**src/rtl/adder.sv**
```systemverilog
// Registered three-operand unsigned adder: a carry-save layer reduces a, b, c
// to sum/carry vectors, a ripple-carry chain resolves them, result lands in flops.

// Full-adder cell shared by the carry-save layer and the ripple chain.
module adder_fa (
  input  logic x,
  input  logic y,
  input  logic ci,
  output logic s,
  output logic co
);
  assign s  = x ^ y ^ ci;
  assign co = (x & y) | (ci & (x | y));
endmodule

module adder #(
  parameter int WIDTH = 4
) (
  input  logic             clk,
  input  logic             rst_n,
  input  logic             in_valid,
  input  logic [WIDTH-1:0] a,
  input  logic [WIDTH-1:0] b,
  input  logic [WIDTH-1:0] c,
  output logic [WIDTH-1:0] s,
  output logic             cout,
  output logic             out_valid
);

  // Valid semantics: no backpressure. Every edge with in_valid=1 accepts a,b,c
  // and the result appears with out_valid=1 exactly one edge later; an edge
  // with in_valid=0 drops out_valid and leaves s/cout untouched.

  logic [WIDTH:0]   ps_ext;
  logic [WIDTH:0]   pc;
  logic [WIDTH+1:0] result;

  assign ps_ext[WIDTH] = 1'b0;
  assign pc[0]         = 1'b0;

  for (genvar i = 0; i < WIDTH; i++) begin : g_csa
    adder_fa u_fa (
      .x  (a[i]),
      .y  (b[i]),
      .ci (c[i]),
      .s  (ps_ext[i]),
      .co (pc[i+1])
    );
  end

  // Each stage owns its carry so the chain is a sequence of distinct nets.
  for (genvar i = 0; i <= WIDTH; i++) begin : g_rca
    logic ci;
    logic co;
    logic sum;
    if (i == 0) begin : g_first
      assign ci = 1'b0;
    end else begin : g_next
      assign ci = g_rca[i-1].co;
    end
    adder_fa u_fa (
      .x  (ps_ext[i]),
      .y  (pc[i]),
      .ci (ci),
      .s  (sum),
      .co (co)
    );
    assign result[i] = sum;
  end

  assign result[WIDTH+1] = g_rca[WIDTH].co;

  logic [WIDTH-1:0] s_d, s_q;
  logic             cout_d, cout_q;
  logic             out_valid_d, out_valid_q;

  // The select is always known, so X operands during idle cycles never reach the flops.
  always_comb begin
    s_d         = s_q;
    cout_d      = cout_q;
    out_valid_d = in_valid;
    if (in_valid) begin
      s_d    = result[WIDTH-1:0];
      cout_d = |result[WIDTH+1:WIDTH];
    end
  end

  always_ff @(posedge clk or negedge rst_n) begin
    if (!rst_n) begin
      s_q         <= '0;
      cout_q      <= 1'b0;
      out_valid_q <= 1'b0;
    end else begin
      s_q         <= s_d;
      cout_q      <= cout_d;
      out_valid_q <= out_valid_d;
    end
  end

  assign s         = s_q;
  assign cout      = cout_q;
  assign out_valid = out_valid_q;

endmodule

```
**config.mk**
```make
export PLATFORM = sky130hd
export DESIGN_NAME = adder
export DESIGN_NICKNAME = d
export VERILOG_FILES = /design/src/rtl/adder.sv
export SDC_FILE = /design/constraint.sdc
export NUM_CORES = 1
export LEC_CHECK = 0
export ABC_AREA = 1
export BUFFER_PORTS_ARGS = -buffer_cell sky130_fd_sc_hd__buf_2
export CAP_MARGIN = 10
export CORE_AREA = 2 2 39 41
export CTS_CLUSTER_DIAMETER = 120
export DETAILED_ROUTE_END_ITERATION = 12
export DIE_AREA = 0 0 41 43
export PLACE_DENSITY = 0.63
export SLEW_MARGIN = 20
export SYNTH_ARGS = -nofsm -noshare
export SYNTH_HDL_FRONTEND = slang
export SYNTH_SLANG_ARGS = --single-unit
```
**constraint.sdc**
```tcl
create_clock -name clk -period 0.8 [get_ports clk]
set_input_delay 0.16 -clock clk [delete_from_list [all_inputs] [get_ports clk]]
set_output_delay 0.16 -clock clk [all_outputs]
set_load 0.01 [all_outputs]
```
* Word level (Yosys, flattened, before mapping)
Index checks and enable logic that the tools add are counted.
Storage, ports and cells: output and inout port bits 6, logic and storage cells 44, bits in registers 6
Cells by class: reduce and logical (&&, ||, !) cells 1, bitwise operators 40
Operators by type and width (number):
- bitwise AND 1 bit | 14
- XOR 1 bit | 14
- bitwise OR 1 bit | 12
- OR reduction 2 bit | 1

* Longest topological paths before layout
word-level depth 10, mapped depth 10, gate-level depth less buffers 10

* By module
Synthesis repeated with hierarchy kept, for this count alone.
Unflattened totals: cell total of the unflattened synthesis 32, area, all modules 395.4 um^2
Modules (own cells, without submodules):
- adder | area each 215.2 um^2, cells each 23, instances 1
- adder_fa | area each 20.0 um^2, cells each 1, instances 9

* Worst setup path before layout
No wires, ideal clock.
kind input-to-reg, start point in a[1], end point reg s_q[3] (netlist: s[3]), path buffers 0, setup time 117 ps, data required time 683 ps, arrival time 1793 ps, cell stages on the path 10, slack -1109 ps, path through inv_1 -> fa_1 -> inv_1 -> ha_1 -> inv_1 -> fa_1 -> inv_1 -> fa_1 -> nand2_1 -> nand2_1
Between the ends: word-level cells in the longest chain between the ends 7, elaborated cells between the ends (all ways) 12, those cells by class 12 x bitwise
RTL lines:
- from (decl) | RTL line 22 | input logic [WIDTH-1:0] a,
- bitwise OR 1 bit | RTL line 13 | assign co = (x & y) | (ci & (x | y));
- bitwise AND 1 bit | RTL line 13
- bitwise OR 1 bit (2 in a row) | RTL line 13
- bitwise AND 1 bit | RTL line 13
- bitwise OR 1 bit (*) | RTL line 13
- XOR 1 bit (*) | RTL line 12 | assign s = x ^ y ^ ci;
- net g_rca[3].sum | RTL line 55 | logic sum;
- to (signal assigned) | RTL line 90 | s_q <= '0;
- to (signal assigned) | RTL line 94 | s_q <= s_d;
- to (decl) | RTL line 73 | logic [WIDTH-1:0] s_d, s_q;
The timed path passes the listed nets; every way through them passes the cells marked *. A chain may end at the register's enable or synchronous reset.

* Worst setup path in the final report
start point in b[1], end point reg s_q[3] (netlist: s[3])
Between the ends: word-level cells in the longest chain between the ends 7, elaborated cells between the ends (all ways) 12, those cells by class 12 x bitwise
RTL lines:
- from (decl) | RTL line 23 | input logic [WIDTH-1:0] b,
- bitwise OR 1 bit | RTL line 13
- bitwise AND 1 bit | RTL line 13
- bitwise OR 1 bit (2 in a row) | RTL line 13
- bitwise AND 1 bit | RTL line 13
- bitwise OR 1 bit (*) | RTL line 13
- XOR 1 bit (*) | RTL line 12
- net g_rca[3].sum | RTL line 55
Marked as above.

==> qor.csv <==
stage;metric;value;unit
detailed_routing;viasPerCell;3.95;
timing;rsz0062_at_grt;true;
run_status;violations;negative setup slack;
global_routing;grt_pass1_wl;1.01;mm
timing;fin_ws;-0.936;ns
floorplanning;rows;14;
clocking;htree_levels;1;
worst_setup_path;worst-path-max-fanout;1;
timing;setup_viol;10;
placement;dp_slack;-1.27;ns
timing;finalCritPeriodShare;2.17;
detailed_routing;antenna_left;0;
timing;timing.final.crit_period;1.74;ns
pwr;powerDensity;1690;nW/um2
detailed_routing;routed_wirelength;630;um
logic_synthesis;ys_ff_latch;6;
finish;finalNetCount;91;
worst_setup_path;critPathCaptureType;flip-flop;
finish;antennaDiodeCount;0;
worst_setup_path;cp-startpoint;b[1];
timing;finalMaxSlewViolations;0;
finish;drive_gt1_frac;0.552;
floorplanning;ioPinCount;21;
global_routing;track_usage;0.0886;
finish;syn2layout_area_growth;57.2;%
placement;numPortBuffers;20;
placement;dp_hpwl;582;um
logic_synthesis;syn_nets;63;
logic_synthesis;seq_area_frac_synth;0.383;
logic_synthesis;synth_cell_types;8;
timing;fin_tns_setup;-3.18;ns
min_path;holdCritPathClass;in -> reg;
finish;fin_util;0.445;
global_routing;grt_pass1_vias;288;
finish;fillers;137;
timing;fmax;0.576;GHz
detailed_routing;drt_iter0_markers;3;
timing;clock_skew;0;ns
global_routing;grt_start_max_net_pins;8;
min_path;min_delay_path_depth;1;
min_path;worstHoldStart;in_valid;
placement;gp_congestion;0.632;
logic_synthesis;yosysWarnings;0;
flow_run;maxCapViolCount;0;
pwr;leakagePower;0.000342;uW
clocking;clk_pin_slew;0.04;ns
worst_setup_path;start_kind;input port;
logic_synthesis;syn_area_per_cell;9.55;um2
detailed_routing;drc;0;
floorplanning;die_w;41;um
detailed_routing;routedWlPerCell;7.59;um
worst_setup_path;crit_type;in -> reg;
finish;stdcell_area;616;um2
logic_synthesis;netlist_instances;41;
timing;tightest_slew;0.135;ns
placement;place_area;542;um2
timing;hold_violations;0;
worst_setup_path;crit_required;0.93;ns
clocking;clk_latency;0.24;ns
detailed_routing;num_vias;328;
clocking;cts_tree;built;
timing;slew_headroom;0.910;
run_status;status;finished, violations left;
clocking;clk_path_buf_depth;2;
detailed_routing;first_pass_iters;2;
pwr;power;1040;uW
clocking;clock-sinks;6;
global_routing;grt_overflow;0;
global_routing;antenna_found_initial;0;
worst_setup_path;reg2reg_depth;3;
logic_synthesis;syn-cell-area;392;um2
floorplanning;die_area;1760;um2
clocking;cts_made_buffers;3;
worst_setup_path;cp.arrival;1.86;ns
pwr;ir_drop;0.000888;V
clocking;clockRootBuffer;clkbuf_4;
floorplanning;start_util;0.283;
floorplanning;core_region_area;1380;um2
worst_setup_path;r2r-start;s[2]$_DFFE_PN0P_;
floorplanning;die_h;43;um
==> worst paths after layout <==
path                            slack [ns]                  end
worst max register to register        0.10     s[2]$_DFFE_PN0P_
min in group asynchronous             0.27     s[2]$_DFFE_PN0P_
worst max-delay path                 -0.94     s[3]$_DFFE_PN0P_
worst min register to register        0.48     s[3]$_DFFE_PN0P_
max in group asynchronous             0.39     s[3]$_DFFE_PN0P_
worst min-delay path                  0.10  out_valid$_DFF_PN0_
==> synth_stat cells <==
cell type / count / area, um2
ha_1: 1 / 12.5
fa_1: 6 / 120
o21ai_1: 2 / 10.0
dfrtp_1: 6 / 150
inv_2: 1 / 3.75
o21ai_0: 1 / 5.00
nand2_1: 10 / 37.5
inv_1: 14 / 52.6
==> cell usage in the layout, fill, tap and decap left out, drive strengths merged <==
cell,n
buf,22
inv,15
nand2,10
dfrtp,6
fa,6
o21ai,3
clkbuf,3
ha,1
dlygate4sd3,1
==> critical path, cell delays in order <==
cell     delay [ns]
buf_6          0.07
inv_2          0.03
fa_1           0.48
inv_2          0.08
ha_4           0.12
inv_2          0.03
fa_2           0.34
inv_2          0.06
fa_1           0.39
nand2_1        0.07
nand2_1        0.05
==> metal layers <==
metal  track usage  share of wire  up-vias
li1              -              -      165
met1         0.104           0.39      150
met2         0.119           0.50       13
met3        0.0628           0.11        0
met4        0.0400              0        0
met5             0              0        -
==> final cells by class <==
class / instances / area [um2] / share of cell area
multi-input cells: 20 / 205 / 0.333
flip-flops and latches: 6 / 150 / 0.244
repair buffers: 23 / 146 / 0.238
inverters: 15 / 71.3 / 0.116
clock buffers: 3 / 22.5 / 0.0366
well taps: 16 / 20.0 / 0.0325
==> power by group <==
group          switching, uW  internal (uW)
Clock                   98.0            169
Combinational            185            198
Sequential              26.5            363
==> repair_timing <==
action | 4_1_cts | 5_1_grt
pin swaps | 6 | 1
hold buffers | 1 | 0
setup buffers | 2 | 0
hold endpoints to repair | 6 | 0
gates resized for setup | 6 | 2
setup endpoints to repair | 11 | 10
==> kinds of logic after synthesis <==
| kind of cell | after synthesis | synth area share |
|---|---|---|
| compound gates | 3 | 0.0383 |
| fa+ha+maj | 7 | 0.339 |
| buf+inv | 15 | 0.144 |
| flops | 6 | 0.383 |
| simple gates | 10 | 0.0959 |
==> through the flow <==
step,instances,hold WS (ns)
floorplan,41,-0.136
CTS,83,0.0952
finish,83,0.101
detailed placement,77,-0.0125
global route,83,0.0919
global placement,77,-0.0152
==> state kept, by name, indices dropped and copies added (netlist names) <==
| signal | count |
|---|---|
| cout | 1 |
| s | 4 |
| out_valid | 1 |
(Power assumes the default switching activity.)
